## config.mk

```make
export PLATFORM = sky130hd
export DESIGN_NAME = twiddle_gen
export DESIGN_NICKNAME = d
export VERILOG_FILES = /design/src/rtl/twiddle_gen.sv
export SDC_FILE = /design/constraint.sdc
export NUM_CORES = 1
export LEC_CHECK = 0
export ABC_AREA = 1
export BUFFER_PORTS_ARGS = -buffer_cell sky130_fd_sc_hd__buf_2
export CAP_MARGIN = 20
export CORE_MARGIN = 8
export CORE_UTILIZATION = 40
export CTS_CLUSTER_SIZE = 25
export DETAILED_ROUTE_END_ITERATION = 12
export PLACE_DENSITY = 0.7
export SLEW_MARGIN = 5
export SYNTH_ARGS = -nofsm -noshare
export SYNTH_HDL_FRONTEND = slang
export SYNTH_SLANG_ARGS = --single-unit
```

## constraint.sdc

```tcl
create_clock -name clk -period 3.04 [get_ports clk]
set_clock_uncertainty 0.1 [all_clocks]
set_input_delay 0 -clock clk [delete_from_list [all_inputs] [get_ports clk]]
set_output_delay 0 -clock clk [all_outputs]
set_load 0.01 [all_outputs]
```

## src/rtl/twiddle_gen.sv

```systemverilog
// Twiddle-factor generator for a radix-2^2 SDF FFT stage: tracks the sample index,
// derives the exponent e = m*k mod N and looks up cos/-sin from an elaboration-time table.
module twiddle_gen #(
  parameter int WIDTH = 16,
  parameter int LOG2N = 4
) (
  input  logic                    clk,
  input  logic                    rst,
  input  logic                    in_valid,
  input  logic                    in_sync,
  output logic signed [WIDTH-1:0] tw_re,
  output logic signed [WIDTH-1:0] tw_im,
  output logic                    tw_valid,
  output logic [LOG2N-1:0]        tw_idx
);

  localparam int  N  = 1 << LOG2N;
  localparam int  QN = N / 4;
  localparam real PI = 3.14159265358979323846;

  function automatic real sin_poly(input real a);
    real t;
    real s;
    t = a;
    s = a;
    for (int k = 1; k < 20; k++) begin
      t = -t * a * a / ((2.0 * k) * (2.0 * k + 1.0));
      s = s + t;
    end
    return s;
  endfunction

  function automatic real cos_poly(input real a);
    real t;
    real s;
    t = 1.0;
    s = 1.0;
    for (int k = 1; k < 20; k++) begin
      t = -t * a * a / ((2.0 * k - 1.0) * (2.0 * k));
      s = s + t;
    end
    return s;
  endfunction

  // Round half away from zero, then clip +1.0 to the largest positive code.
  function automatic logic signed [WIDTH-1:0] round_sat(input real x);
    real    v;
    longint r;
    longint maxv;
    v    = x * real'(longint'(1) << (WIDTH - 1));
    maxv = (longint'(1) << (WIDTH - 1)) - 1;
    if (v >= 0.0) r = longint'($rtoi(v + 0.5));
    else          r = -longint'($rtoi(-v + 0.5));
    if (r > maxv) r = maxv;
    return r[WIDTH-1:0];
  endfunction

  // Quadrant folding keeps the polynomial in [0, pi/2) and makes axis points exact.
  function automatic logic [N*WIDTH-1:0] build_table(input logic want_im);
    logic [N*WIDTH-1:0] tab;
    real a;
    real c;
    real s;
    real cr;
    real si;
    tab = '0;
    for (int e = 0; e < N; e++) begin
      a = 2.0 * PI * real'(e % QN) / real'(N);
      c = cos_poly(a);
      s = sin_poly(a);
      case (e / QN)
        0:       begin cr = c;  si = s;  end
        1:       begin cr = -s; si = c;  end
        2:       begin cr = -c; si = -s; end
        default: begin cr = s;  si = -c; end
      endcase
      tab[e*WIDTH +: WIDTH] = want_im ? round_sat(-si) : round_sat(cr);
    end
    return tab;
  endfunction

  localparam logic [N*WIDTH-1:0] TAB_RE = build_table(1'b0);
  localparam logic [N*WIDTH-1:0] TAB_IM = build_table(1'b1);

  logic [LOG2N-1:0] n;
  logic [LOG2N-1:0] idx;
  logic [LOG2N-1:0] e_next;
  logic [LOG2N-1:0] e_p1;
  logic             vld_p1;

  assign idx = (in_valid && in_sync) ? '0 : n;

  // k is the bit-reversed quarter number; truncating the product gives mod N.
  if (LOG2N > 2) begin : g_exp
    logic [1:0]       q;
    logic [LOG2N-1:0] m;
    logic [LOG2N-1:0] k;
    assign q      = idx[LOG2N-1 -: 2];
    assign m      = {2'b00, idx[LOG2N-3:0]};
    assign k      = {{(LOG2N-2){1'b0}}, q[0], q[1]};
    assign e_next = m * k;
  end else begin : g_exp0
    assign e_next = '0;
  end

  // Stage 1: sample counter, exponent and valid
  always_ff @(posedge clk) begin
    if (rst) begin
      n      <= '0;
      vld_p1 <= 1'b0;
    end else begin
      vld_p1 <= in_valid;
      if (in_valid) n <= idx + 1'b1;
    end
  end

  always_ff @(posedge clk) begin
    e_p1 <= e_next;
  end

  // Stage 2: table lookup into the held output registers
  always_ff @(posedge clk) begin
    if (rst) begin
      tw_valid <= 1'b0;
      tw_re    <= '0;
      tw_im    <= '0;
      tw_idx   <= '0;
    end else begin
      tw_valid <= vld_p1;
      if (vld_p1) begin
        tw_re  <= TAB_RE[int'(e_p1)*WIDTH +: WIDTH];
        tw_im  <= TAB_IM[int'(e_p1)*WIDTH +: WIDTH];
        tw_idx <= e_p1;
      end
    end
  end

endmodule

```

=== Word-level counts from Yosys, hierarchy flattened ===
Index checks and enable logic that the tools add are counted.

* Bits in registers: 46
* Input bits: 4
* Output and inout bits: 37

* $add $sub $neg: 1
* Multiply operators: 1
* Shifts and indexed selects: 2
* Multiplexer cells: 1
* Reduce and logical (&&, ||, !) cells: 1

{| class="wikitable"
|+ Operators by type and width
! operator !! count
|-
| $shiftx 256x9->16 const A || 2
|-
| $add 4x1->4 const B || 1
|-
| $mul 2x2->4 || 1
|-
| $mux 4 || 1
|-
| $logic_and 1x1->1 || 1
|}

=== Logic depth before layout (Yosys ltp) ===
* Word-level depth: 3
* Mapped depth: 8

=== Worst setup path after synthesis ===
No wires, ideal clock.

* Path kind: register to register
* Start: register e_p1[1]
* End: register tw_re[5]
* Library setup time: 0.122 ns
* Arrival time: 1.274 ns
* Path slack: 1.544 ns
* Stages on the path, launching flop included: 8
* Period minus slack after synthesis: 1.496 ns
* Path through: dfxtp_1 > inv_1 > ha_1 > nor2_1 > nor2_1 > nand2_1 > nand2_1 > a21oi_2

* Longest elaborated chain between the ends: 1

{| class="wikitable"
|+ RTL lines
! item !! RTL line !! RTL
|-
| start, declared || 88 || <nowiki>logic [LOG2N-1:0] e_p1;</nowiki>
|-
| start signal, assigned || 118 || <nowiki>e_p1 <= e_next;</nowiki>
|-
| $shiftx 256x9->16 || 131 || <nowiki>tw_re <= TAB_RE[int'(e_p1)*WIDTH +: WIDTH];</nowiki>
|-
| end signal, assigned || 131 ||
|-
| end, declared || 11 || <nowiki>output logic signed [WIDTH-1:0] tw_re,</nowiki>
|}

Every way passes these cells.
A chain may end at the register's enable or synchronous reset.

==> metrics.txt <==
Comb pwr share 9.7%; 1st-pass router iterations 4; num rows 25; final worst path period need 1830 ps; vias in the first global route 1669; Final Util 45.9%; Synth Net Count 284; largest net degree at the start of global routing 26; post-synthesis cell type count 28; TritonCTS Buffers 5; Worst-Margin Slew 829 ps; Ys Warns 0; Worst setup SP type register; Clock transition at path regs 70 ps; CP startpoint vld_p1; cts repair resizes 0; postcts setup bufs 0; sum of negative setup slack 0 ps; Switching Share 24.6%; type of the most critical hold path in2reg; Antenna Nets Post-Route 0; Fin. Hold Viols 0; Crit Path Class reg2reg; CTS Buffer Depth 2; met2 usage in global routing 21.2%; internal power 0.000712 W; unrepaired setup endpoints after global routing false; Syn Area/Cell 7.24 um2; met3 Track Usage GR 5.25%; R2R Setup Slk 1210 ps; Leak 1.11 nW; io pins 41; period utilisation layout 60.3%; crit path to tw_re[7]; CTS sink count 38; layout cells sized above 1 18.8%; ant diodes 0; Buffers on Ports 40; worst setup margin 1210 ps; Worst slew margin 44.6%; Pins Over Slew Limit 0; met1 GRT Util 15.6%; Setup-failing EPs final 0; placed cell count 356; DRT iter0 DRCs 166; hold path start in_sync; full die area 0.00736 mm2; CTS tree done; Area growth syn-to-layout 11.3%; gr busiest metal met2; WL per Instance 12.4 um; H-tree depth 2; routability cong. 0.965; Vias/cell 4.78; outcome finished, final reports clean; register area share after synthesis 39.0%; remaining global-route overflow 0; FF+latch count, synth 38; clk_lat worst skew 290 ps; fin cells 365; worst reg-to-reg path cell count 6; Std-Cell Core Area 0.00472 mm2; post-place setup slack 1250 ps; total wire length 4.53 mm; Register Area 761 um2; sequential power share 56.6%; fill cell count 491; Post-Layout Inst Area 0.00217 mm2; nets@finish 313; DIE WIDTH 85.8 um; Psw 0.000233 W; dpl cell area 0.00207 mm2; Initial Utilization 41.2%; area taken by multi-input logic gates 916 um2; dpl hpwl 3.29 mm; first-pass GRT wire length 7.82 mm; Crit. End Element register; Die Y 85.8 um; GRT Resource Usage Total 13.1%; crit-path max FO 25; antenna violations before repair 0; peak supply drop 228 uV; FMAX 546 MHz; PD cells 436 mW/mm2; vias post-DR 1745; DRC 0; Post-Syn Area 0.00195 mm2; Worst R2R Start vld_p1; Synth Instances 269; CTS Root Cell clkbuf_8; RR Endpoint tw_re[7]; Critical Path RT 3180 ps; Max Cap Viol 0; crit path DAT 1970 ps; Clk pwr share 33.8%
[synthesized netlist by cell type, drive strengths merged]
| cell | n | area, um2 |
|---|---|---|
| a31oi | 2 | 12.5 |
| clkbuf | 2 | 8.75 |
| inv | 27 | 111 |
| nand3b | 1 | 7.51 |
| nor2 | 27 | 111 |
| a21oi | 20 | 111 |
| dfxtp | 38 | 761 |
| nand2 | 76 | 288 |
| buf | 18 | 151 |
| ha | 11 | 138 |
| o211ai | 1 | 7.51 |
| o21ai | 22 | 118 |
| nand3 | 21 | 105 |
| a211oi | 1 | 7.51 |
| nor3 | 2 | 10.0 |
[flip-flops by register name, summed over array words and instances, names as in the netlist]
name      flops
e_p1          4
n             4
tw_idx        4
tw_im        12
tw_re        12
tw_valid      1
vld_p1        1
[how the worst min path moves through the flow]
stage	to	cells past startpoint
2_1_floorplan	n[0]	1
3_3_place_gp	n[0]	2
3_5_place_dp	n[0]	2
4_1_cts	n[3]	6
5_1_grt	n[2]	5
6_report	n[3]	6
[worst max-delay path, cell delays in order, from the launching register on]
cell,delay [ps]
dfxtp_1,860
inv_4,230
nor2_4,250
nand3_1,110
nand3_1,100
nand2_1,50
inv_1,70
[metal layers]
layer,wire length (um),share of wire (%),vias up
met4,0,0,0
met5,0,0,-
met1,2020,45,791
li1,-,-,909
met3,295,6.5,0
met2,2220,49,45
[power by group through the flow]
stage                     Combinational, W  Clock [W]  Sequential [W]
final                            0.0000913   0.000319        0.000535
after global routing              0.000105   0.000354        0.000537
after CTS                        0.0000934   0.000332        0.000535
after detailed placement         0.0000912          0        0.000546
after global placement           0.0000909          0        0.000545
after floorplan                  0.0000595          0        0.000549
[per-stage QoR]
step,power [W],hold WS [ps]
global route,0.000997,69.5
finish,0.000945,14.8
global placement,0.000636,138
CTS,0.000960,4.37
detailed placement,0.000637,141
floorplan,0.000609,-5.94
[layout make-up]
cell class | instances | share of cell area (%)
multi-input combinational | 184 | 42.2
clock buffer | 7 | 3.52
inverter | 27 | 5.14
tap | 67 | 3.87
sequential | 38 | 35.1
timing repair buffer | 42 | 10.2
[cell families after synthesis]
family | Yosys count | synth area share, %
AO/OA/AOI/OAI | 46 | 13.2
adder cells (fa/ha/maj) | 11 | 7.06
buffers and inverters | 47 | 13.9
flip-flops | 38 | 39.0
AND/OR/NAND/NOR | 127 | 26.8
[repair_timing]
| item | in CTS | in global routing |
|---|---|---|
| endpoints found under the setup margin | 0 | 0 |
| hold buffers | 2 | 0 |
| endpoints found under the hold margin | 9 | 0 |
[cells in the final DEF (no fill, tap or decap), drive strengths merged]
master	synthesis	routed
nand3	21	21
a31oi	2	2
dfxtp	38	38
nand2	76	76
clkbuf	2	7
nor3	2	2
o21ai	22	22
a21oi	20	20
inv	27	27
dlygate4sd3	0	2
ha	11	11
a211oi	1	1
o211ai	1	1
nand3b	1	1
nor2	27	27
buf	18	40
Power figures use the tool's default switching activity.
